`config.mk`:
```
export PLATFORM = sky130hd
export DESIGN_NAME = hn_bit_reader
export DESIGN_NICKNAME = d
export VERILOG_FILES = /design/src/rtl/hn_bit_reader.sv
export SDC_FILE = /design/constraint.sdc
export NUM_CORES = 1
export LEC_CHECK = 0
export ABC_AREA = 0
export BUFFER_PORTS_ARGS = -buffer_cell sky130_fd_sc_hd__buf_2
export CAP_MARGIN = 20
export CORE_MARGIN = 2
export CORE_UTILIZATION = 40
export DETAILED_ROUTE_END_ITERATION = 16
export HOLD_SLACK_MARGIN = 0.08
export PLACE_DENSITY = 0.62
export SETUP_SLACK_MARGIN = 0.02
export SYNTH_ARGS = -nofsm -noshare
export SYNTH_HDL_FRONTEND = slang
export SYNTH_SLANG_ARGS = --single-unit
```
`constraint.sdc`:
```
create_clock -name clk -period 4 [get_ports clk]
set_input_delay 1.2 -clock clk [delete_from_list [all_inputs] [get_ports clk]]
set_output_delay 1.2 -clock clk [all_outputs]
set_load 0.005 [all_outputs]
```
`src/rtl/hn_bit_reader.sv`:
```
// hn_bit_reader: read sequencer for the Hn bit RAM feeding a valid/ready bit stream via a 2-entry skid FIFO.
// Build option: define HN_RD_REVERSE_EN to issue read addresses in descending order.
module hn_bit_reader #(
    parameter int unsigned ADDR_W = 10
) (
    input  logic              clk,
    input  logic              rstn,
    input  logic              start,
    input  logic [ADDR_W-1:0] len_m1,
    output logic              rden,
    output logic [ADDR_W-1:0] rdaddress,
    input  logic              ram_q,
    output logic              bit_data,
    output logic              bit_valid,
    input  logic              bit_ready,
    output logic              bit_last,
    output logic              busy,
    output logic              done
);
    typedef enum logic [1:0] {S_IDLE, S_RUN, S_DRAIN} state_t;

    state_t            r_state;
    state_t            w_state_nxt;
    logic [ADDR_W-1:0] r_len;
    logic [ADDR_W-1:0] r_idx;
    logic              r_inflight;
    logic              r_inflight_last;
    logic              r_done;
    logic [1:0]        r_data;
    logic [1:0]        r_last;
    logic              r_wp;
    logic              r_rp;
    logic [1:0]        r_cnt;

    logic              w_pop;
    logic              w_push;
    logic              w_is_last;
    logic              w_accept;
    logic              w_drained;
    logic [1:0]        w_pending;

    assign w_pop     = bit_valid & bit_ready;
    assign w_push    = r_inflight;
    assign w_is_last = (r_idx == r_len);
    // A pop in the same cycle frees a slot, which keeps 1 bit/clk streaming.
    assign w_pending = r_cnt + {1'b0, r_inflight} - {1'b0, w_pop};
    // r_done is high in the first IDLE cycle, so a start coinciding with done is dropped.
    assign w_accept  = start & ~r_done;
    assign w_drained = (r_cnt == 2'd0) & ~r_inflight;

    always_comb begin
        w_state_nxt = r_state;
        rden        = 1'b0;
        case (r_state)
            S_IDLE: begin
                if (w_accept) w_state_nxt = S_RUN;
            end
            S_RUN: begin
                rden = (w_pending < 2'd2);
                if (rden && w_is_last) w_state_nxt = S_DRAIN;
            end
            S_DRAIN: begin
                if (w_drained) w_state_nxt = S_IDLE;
            end
            default: w_state_nxt = S_IDLE;
        endcase
    end

`ifdef HN_RD_REVERSE_EN
    assign rdaddress = rden ? (r_len - r_idx) : '0;
`else
    assign rdaddress = rden ? r_idx : '0;
`endif

    always_ff @(posedge clk or negedge rstn) begin
        if (!rstn) r_state <= S_IDLE;
        else       r_state <= w_state_nxt;
    end

    always_ff @(posedge clk or negedge rstn) begin
        if (!rstn) begin
            r_len           <= '0;
            r_idx           <= '0;
            r_inflight      <= 1'b0;
            r_inflight_last <= 1'b0;
            r_done          <= 1'b0;
        end else begin
            r_done     <= (r_state == S_DRAIN) && w_drained;
            r_inflight <= rden;
            if (rden) r_inflight_last <= w_is_last;
            if ((r_state == S_IDLE) && w_accept) begin
                r_len <= len_m1;
                r_idx <= '0;
            end else if (rden && !w_is_last) begin
                r_idx <= r_idx + ADDR_W'(1);
            end
        end
    end

    always_ff @(posedge clk or negedge rstn) begin
        if (!rstn) begin
            r_data <= '0;
            r_last <= '0;
            r_wp   <= 1'b0;
            r_rp   <= 1'b0;
            r_cnt  <= '0;
        end else begin
            if (w_push) begin
                r_data[r_wp] <= ram_q;
                r_last[r_wp] <= r_inflight_last;
                r_wp         <= ~r_wp;
            end
            if (w_pop) r_rp <= ~r_rp;
            r_cnt <= r_cnt + {1'b0, w_push} - {1'b0, w_pop};
        end
    end

    assign bit_valid = (r_cnt != 2'd0);
    assign bit_data  = bit_valid & r_data[r_rp];
    assign bit_last  = bit_valid & r_last[r_rp];
    assign busy      = (r_state != S_IDLE);
    assign done      = r_done;

endmodule

```
==> Yosys cells after proc, flatten, opt, wreduce, memory -nomap -nowiden <==
Index checks and enable logic that the tools add are counted.
{ "word_totals": {"regBits": 33, "input_bits": 15} }
{ "op_classes": {"add_sub_neg": 3, "muxes": 16, "bitwise": 9, "reduce_logical": 12, "eq_ne": 6, "magnitude_cmp": 4} }
{ "op_table": {"columns": ["operator", "n"], "rows": [
  ["$mux 10", 3],
  ["$add 10x1->10 const B", 1],
  ["$eq 10x10->1", 1],
  ["$mux 1", 6],
  ["$mux 2", 3],
  ["$ne 2x2->1 const B", 3],
  ["$pmux 2 s3", 1],
  ["$reduce_bool 2->1", 3],
  ["$and 1x1->1", 5],
  ["$logic_and 1x1->1", 5],
  ["$bwmux 2", 2],
  ["$logic_not 2->1", 2],
  ["$lt 1x2->1 const B", 2],
  ["$not 1->1", 4],
  ["$reduce_and 3->1", 1],
  ["$add 2x1->2", 1],
  ["$eq 2x1->1 const B", 1],
  ["$eq 2x2->1 const B", 1],
  ["$lt 2x2->1 const B", 1],
  ["$sub 2x1->2", 1],
  ["$demux 1 s1", 1],
  ["$ge 1x1->1 const B", 1],
  ["$logic_not 1->1", 1]
]} }

==> Longest topological paths before layout <==
Gate-level depths: netlist (run 1).
{ "depth": {"word_depth": 8, "depth_mapped": 13} }

==> Worst setup path before layout (run 1) <==
OpenSTA, ideal clock, no wires.
{ "synth_timing": {"kind": "input -> output", "startpoint": "input port bit_ready", "endpoint": "output port rdaddress[0]", "path_buffers": 1, "stages": 9, "required_time_ns": 2.800, "setup_slack_ns": 0.095, "arrival_time_ns": 2.705, "path_cell_list": "nor2b_1 > ha_1 > inv_1 > ha_1 > xor3_1 > or2_4 > clkinv_2 > buf_2 > and2_1"} }
{ "synth_between": {"elab_chain_cells": 5} }
{ "synth_rtl": {"columns": ["element", "line", "rtl"], "rows": [
  ["start, declared", "15", "input logic bit_ready,"],
  ["$and 1x1->1", "42", "assign w_pop = bit_valid & bit_ready;"],
  ["$sub 2x1->2", "46", "assign w_pending = r_cnt + {1'b0, r_inflight} - {1'b0, w_pop};"],
  ["named net w_pending[1]", "40", "logic [1:0] w_pending;"],
  ["$lt 2x2->1", "59", "rden = (w_pending < 2'd2);"],
  ["$mux 1", "54", "case (r_state)"],
  ["named net rden", "10", "output logic rden,"],
  ["$mux 10", "72", "assign rdaddress = rden ? r_idx : '0;"],
  ["end, declared", "11", "output logic [ADDR_W-1:0] rdaddress,"]
]} }
The timed path passes the listed nets, and every way through them passes these cells.

==> Worst setup path after layout (run 1) <==
{ "layout_timing": {"startpoint": "input port bit_ready", "endpoint": "output port rdaddress[2]"} }
{ "layout_between": {"elab_chain_cells": 5} }
{ "layout_rtl": {"columns": ["element", "line", "rtl"], "rows": [
  ["$and 1x1->1", "42", null],
  ["named net w_pop", "35", "logic w_pop;"],
  ["$sub 2x1->2", "46", null],
  ["named net w_pending[1]", "40", null],
  ["$lt 2x2->1", "59", null],
  ["$mux 1", "54", null],
  ["$mux 10", "72", null]
]} }
The timed path passes the listed nets, and every way through them passes these cells.

==> results of run 1 <==
layout make-up:
cell class / count / share of cell area
clock buffer: 7 / 0.04169
clock inverter: 1 / 0.01450
inverter: 6 / 0.01692
multi-input combinational: 124 / 0.3855
sequential: 33 / 0.3988
tap: 50 / 0.03021
timing repair buffer: 39 / 0.1082
timing repair inverter: 1 / 0.004230
per-layer routing:
metal,up-vias,wire (um)
li1,654,-
met1,658,1489
met2,26,1889
met3,7,145
met4,0,59
met5,-,0
timing repair:
item | CTS | global route
buffers inserted | 0 | 3
gates resized for setup | 2 | 6
pin swaps | 1 | 0
setup endpoints to repair | 10 | 10
gates cloned | 0 | 1
worst max-delay path, stage by stage:
cell and delay (ns):
buf_2 0.09, nor2b_4 0.12, ha_4 0.21, inv_1 0.05, ha_2 0.16, xor3_1 0.24
or2_4 0.30, clkinv_8 0.08, and2_1 0.14, buf_2 0.11
metrics by stage:
stage          hold slack (ns)  cell area [um^2]  total power (W)  utilization  setup WS [ns]
6_report                0.4884              2071         0.001688       0.5177        0.07608
5_1_grt                 0.5297              2071         0.001838       0.5177        0.01006
4_1_cts                 0.4911              2008         0.001584       0.5020        0.02328
3_5_place_dp            0.4827              1881         0.001225       0.4701       -0.05802
3_3_place_gp            0.4611              1881         0.001196       0.4701       -0.01065
2_1_floorplan           0.4442              1653        0.0009925            -        0.09463
sequential cells by signal, indices dropped and copies added (netlist names):
signal	count
r_rp	1
r_wp	1
r_idx	10
r_last	2
done	1
r_cnt	2
r_state	2
r_inflight	1
r_data	2
r_len	10
r_inflight_last	1
synthesized netlist by cell type:
cell / number / area, um^2
nand4_1: 3 / 18.77
nor2b_1: 2 / 12.51
a311oi_1: 1 / 8.760
mux2i_1: 3 / 30.03
dfrtp_1: 33 / 825.8
or4_1: 1 / 7.510
nor3b_1: 2 / 15.01
o21ai_0: 6 / 30.03
nand2b_1: 2 / 12.51
clkbuf_1: 4 / 15.01
clkinv_2: 1 / 5.000
inv_2: 1 / 3.750
xor2_1: 12 / 105.1
or2_4: 1 / 8.760
a31o_2: 1 / 8.760
o22ai_1: 1 / 6.260
or3b_2: 1 / 8.760
and2_1: 10 / 62.56
o31ai_1: 3 / 22.52
nor4_1: 2 / 12.51
nand2_1: 35 / 131.4
o2bb2ai_1: 1 / 8.760
mux2_2: 4 / 45.04
nand2_2: 1 / 6.260
xor3_1: 1 / 23.77
or3_1: 5 / 31.28
ha_1: 3 / 37.54
or2_2: 1 / 6.260
nand3_1: 5 / 25.02
and3_1: 4 / 25.02
buf_2: 3 / 15.01
inv_1: 4 / 15.01
nor2_1: 6 / 22.52
a21oi_1: 5 / 25.02
o211ai_1: 2 / 15.01
kinds of logic after synthesis:
group	after synthesis	synth area share
and+or+nand+nor	81	0.2460
DFF	33	0.4996
AOI/OAI and AO/OA	20	0.07570
xor gates and xnor gates	13	0.07797
buffers and inverters	13	0.03254
muxes	7	0.04542
adders and majority gates	3	0.02271
final timing paths:
| check | end | slack [ns] | from |
|---|---|---|---|
| worst min register to register | r_wp | 0.49 | r_wp |
| min in group asynchronous | r_idx[3] | 0.97 | rstn |
| max in group asynchronous | done | 2.56 | rstn |
| worst max-delay path | rdaddress[2] | 0.08 | bit_ready |
| worst max register to register | r_idx[9] | 1.23 | r_cnt[1] |
| worst min-delay path | r_wp | 0.49 | r_wp |
power by group:
part	internal [W]	total (W)	switching [W]	leakage, nW
combinational	0.000393	0.000794	0.000400	0.588
sequential	0.000459	0.000570	0.000111	0.419
clock	0.000203	0.000324	0.000121	0.0585
==> results.ini, run 1 <==
[worst_setup_path]
rr_worst_depth = 12
startpoint_type = input pin
arrival_ns = 2.72
required_ns = 2.80
path_class = input pin to output pin
cp-end-kind = output pin
crit_fanout = 8

[power]
p_leak_nw = 1.066
power.density_nw_per_um2 = 815.0
ir_drop_mv = 0.4058

[synth]
synth_cells = 170
syn_area_per_cell_um2 = 9.723
synth_nets = 188
synth_area_um2 = 1653
synth_cell_types = 35
ys_seq_elements = 33
ys_warn_count = 0
yosysSeqAreaShare = 0.4996

[die]
core_um2 = 4000
io_pins = 31
start_util = 0.4132
die_w_um = 68.28
die_area_um2 = 4662
die_y_um = 68.28
std_cell_rows = 23

[routing]
postRouteWirelength_um = 3582
post_drt_wl_per_cell_um = 13.72
vias = 1345
dr.pass1.iters = 4
drc_errors = 0
drt-initial-drc-count = 57
drt-vias-per-instance = 5.153
drtAntennaViolNets = 0

[min_path]
worstHoldPathCells = 1
hold_path_class = register to register

[place]
io_buffers = 30
dpl.hpwl_um = 2425
placedCellCount = 249
gp_congestion = 0.8429

[sta]
period_minus_slack_ns = 3.924
fin_crit_sh = 0.9810
tightest_slew_ns = 0.7335
rsz0062_at_grt = true
finalSetupViolations = 0
fin_worst_skew_ns = 0.004506
max_clock_freq_mhz = 254.8
slew_headroom = 0.5110
finalMaxSlewViolations = 0
hold_violations = 0
tns_ns = 0

[cts]
cts_hold_buf = 0
clockBufferDepth = 2
clock_latency_ns = 0.29
numClockSinks = 33
cts_tree = yes
cts-htree-levels = 2
cts_root_buf = clkbuf_8
path_clk_slew_ns = 0.06
numCtsBuffers = 5

[global_routing]
met3_usage = 0.04934
grt_util_met2 = 0.3058
overflow = 0
grt_pass1_wl_um = 5802
grt_pass1_vias = 1265
gr-usage-met1 = 0.1902
grt-busiest-layer = met2
grt_max_degree = 34
antenna_found_initial = 0
grt.total_usage = 0.1732

[layout]
nets = 228
area_growth_pct = 25.28
diodes = 0
mostFrequentLayoutCells = 35 x nand2_1, 33 x dfrtp_1, 29 x buf_2, 12 x xor2_1
fillCellCount = 370
drive_gt1_frac = 0.2938
multi_input_area_um2 = 798.3
regArea_um2 = 825.8
fin_cells = 261
layout_commonest_cell = nand2_1

[run]
maxCapViolations = 0

[outcome]
status = complete, no violations

Power figures use the tool's default switching activity.
==> inputs of run 2 (changes only) <==
- clock period: 4 -> 4.75 ns (I/O delays scaled with it)
==> run 2 against run 1 <==
Setup slack improved by 0.095 ns; final cell count decreased by 3.8%; wire length decreased by 9.9%; clock skew decreased by 0.0011 ns; total power decreased by 30%; sequential share of layout area increased by 2.8 points; first-iteration DRC count decreased by 23%; register-to-register slack improved by 0.76 ns; critical path type unchanged; largest cell class unchanged; largest power group unchanged.
==> results.ini, run 2 (synthesis results as in run 1) <==
[sta]
slew_headroom = 0.5168  ; +0.005793
fin_crit_sh = 0.9639
finalMaxSlewViolations = 0  ; unchanged
tightest_slew_ns = 0.7248  ; -0.008689 ns
rsz0062_at_grt = false
fin_worst_skew_ns = 0.003376  ; -0.001130 ns
max_clock_freq_mhz = 218.4
finalSetupViolations = 0  ; unchanged
period_minus_slack_ns = 4.579
tns_ns = 0  ; unchanged
hold_violations = 0  ; unchanged

[routing]
post_drt_wl_per_cell_um = 12.86  ; -6.3%
vias = 1255  ; -6.7%
dr.pass1.iters = 4  ; unchanged
postRouteWirelength_um = 3227  ; -9.9%
drt-initial-drc-count = 44  ; -23%
drtAntennaViolNets = 0  ; unchanged
drc_errors = 0  ; unchanged
drt-vias-per-instance = 5.000  ; -3.0%

[cts]
path_clk_slew_ns = 0.06  ; about the same
clockBufferDepth = 2  ; unchanged
numClockSinks = 33  ; unchanged
numCtsBuffers = 5  ; unchanged
cts_setup_buffers = 0  ; unchanged
clock_latency_ns = 0.28  ; about the same
cts_root_buf = clkbuf_8
cts_tree = yes
cts-htree-levels = 2  ; unchanged

[die]
die_area_um2 = 4662  ; unchanged
core_um2 = 4000  ; unchanged
start_util = 0.4132  ; unchanged
die_y_um = 68.28  ; unchanged
io_pins = 31  ; unchanged
die_w_um = 68.28  ; unchanged
std_cell_rows = 23  ; unchanged

[layout]
diodes = 0  ; unchanged
mostFrequentLayoutCells = 35 x nand2_1, 33 x dfrtp_1, 30 x buf_2, 12 x xor2_1, 10 x and2_1
area_growth_pct = 16.96
layout_commonest_cell = nand2_1
drive_gt1_frac = 0.2438  ; -0.05006
nets = 219  ; -3.9%
post-route-util = 0.4833  ; -0.03441
fillCellCount = 389  ; +5.1%
regArea_um2 = 825.8  ; unchanged
top_regs = r_idx x10, r_len x10
multi_input_area_um2 = 775.7  ; -2.8%

[global_routing]
met3_usage = 0.06414  ; +0.01480
grt_pass1_vias = 1252  ; -1.0%
grt.total_usage = 0.1700  ; -0.003196
grt_pass1_wl_um = 5637  ; -2.8%
overflow = 0  ; unchanged
grt_util_met2 = 0.3022  ; -0.003641
antenna_found_initial = 0  ; unchanged
grt_max_degree = 34  ; unchanged
gr-usage-met1 = 0.1837  ; -0.006462
grt-busiest-layer = met2

[power]
ir_drop_mv = 0.2478  ; -39%
p_leak_nw = 1.002  ; -6.1%
power.density_nw_per_um2 = 612.3  ; -25%

[min_path]
hold_path_class = register to register
hold_start = r_state[0]

[place]
gp_congestion = 0.8541  ; +1.3%
io_buffers = 30  ; unchanged
dpl.hpwl_um = 2405  ; -0.83%

[worst_setup_path]
cp-end-kind = output pin
crit_fanout = 16  ; +8
startpoint_type = input pin
required_ns = 3.32  ; +0.52 ns
arrival_ns = 3.15  ; +0.43 ns
path_class = input pin to output pin
crit_start = bit_ready
r2r-start = r_cnt[1]

[run]
maxCapViolations = 0  ; unchanged

[outcome]
status = complete, no violations

[run 2: layer usage]
metal	share of wire	wire length, um
met5	0	0
met2	0.53	1708
met1	0.41	1308
met4	0.015	47
met3	0.051	163
[run 2: power breakdown]
part           switching, W  internal (W)  total, W  leakage (nW)
Clock             0.0000909      0.000115  0.000206        0.0443
Sequential        0.0000933      0.000387  0.000480         0.419
Combinational      0.000268      0.000229  0.000497         0.538
[run 2: worst paths after layout]
check	to	slack, ns	depth (start not counted)
min in group asynchronous	r_data[1]	1.20	1
max in group asynchronous	r_idx[2]	3.08	1
worst max-delay path	rdaddress[3]	0.17	11
worst min register to register	done	0.48	1
worst min-delay path	done	0.48	1
worst max register to register	r_idx[8]	1.99	13
[run 2: layout make-up]
cell class                      instances  area share
Tap cell                               50     0.03236
Timing Repair Buffer                   31     0.08155
Sequential cell                        33      0.4272
Clock buffer                            7     0.04466
Multi-Input combinational cell        124      0.4013
Inverter                                6     0.01295
[run 2: critical path, stage by stage]
cell	delay, ns
buf_2	0.09
nor2b_2	0.15
ha_1	0.28
inv_1	0.06
ha_1	0.15
xor3_1	0.28
or2_4	0.30
inv_4	0.13
nand2_2	0.09
inv_2	0.08
buf_2	0.11
[run 2: repair_timing]
item                       in CTS  in global routing
setup endpoints to repair       0                  8
hold buffers                    0                  0
resized for setup               0                  2
[run 2: stage by stage]
step | std cells | hold slack, ns | area [um^2] | power, W | setup WS [ns]
2_1_floorplan | 170 | 0.4442 | 1653 | 0.0008358 | 0.3946
6_report | 251 | 0.4822 | 1933 | 0.001184 | 0.1714
4_1_cts | 251 | 0.4840 | 1929 | 0.001199 | 0.1185
3_3_place_gp | 244 | 0.4630 | 1843 | 0.0009586 | 0.2197
5_1_grt | 251 | 0.5089 | 1933 | 0.001309 | 0.03520
3_5_place_dp | 244 | 0.4785 | 1843 | 0.0009865 | 0.1224
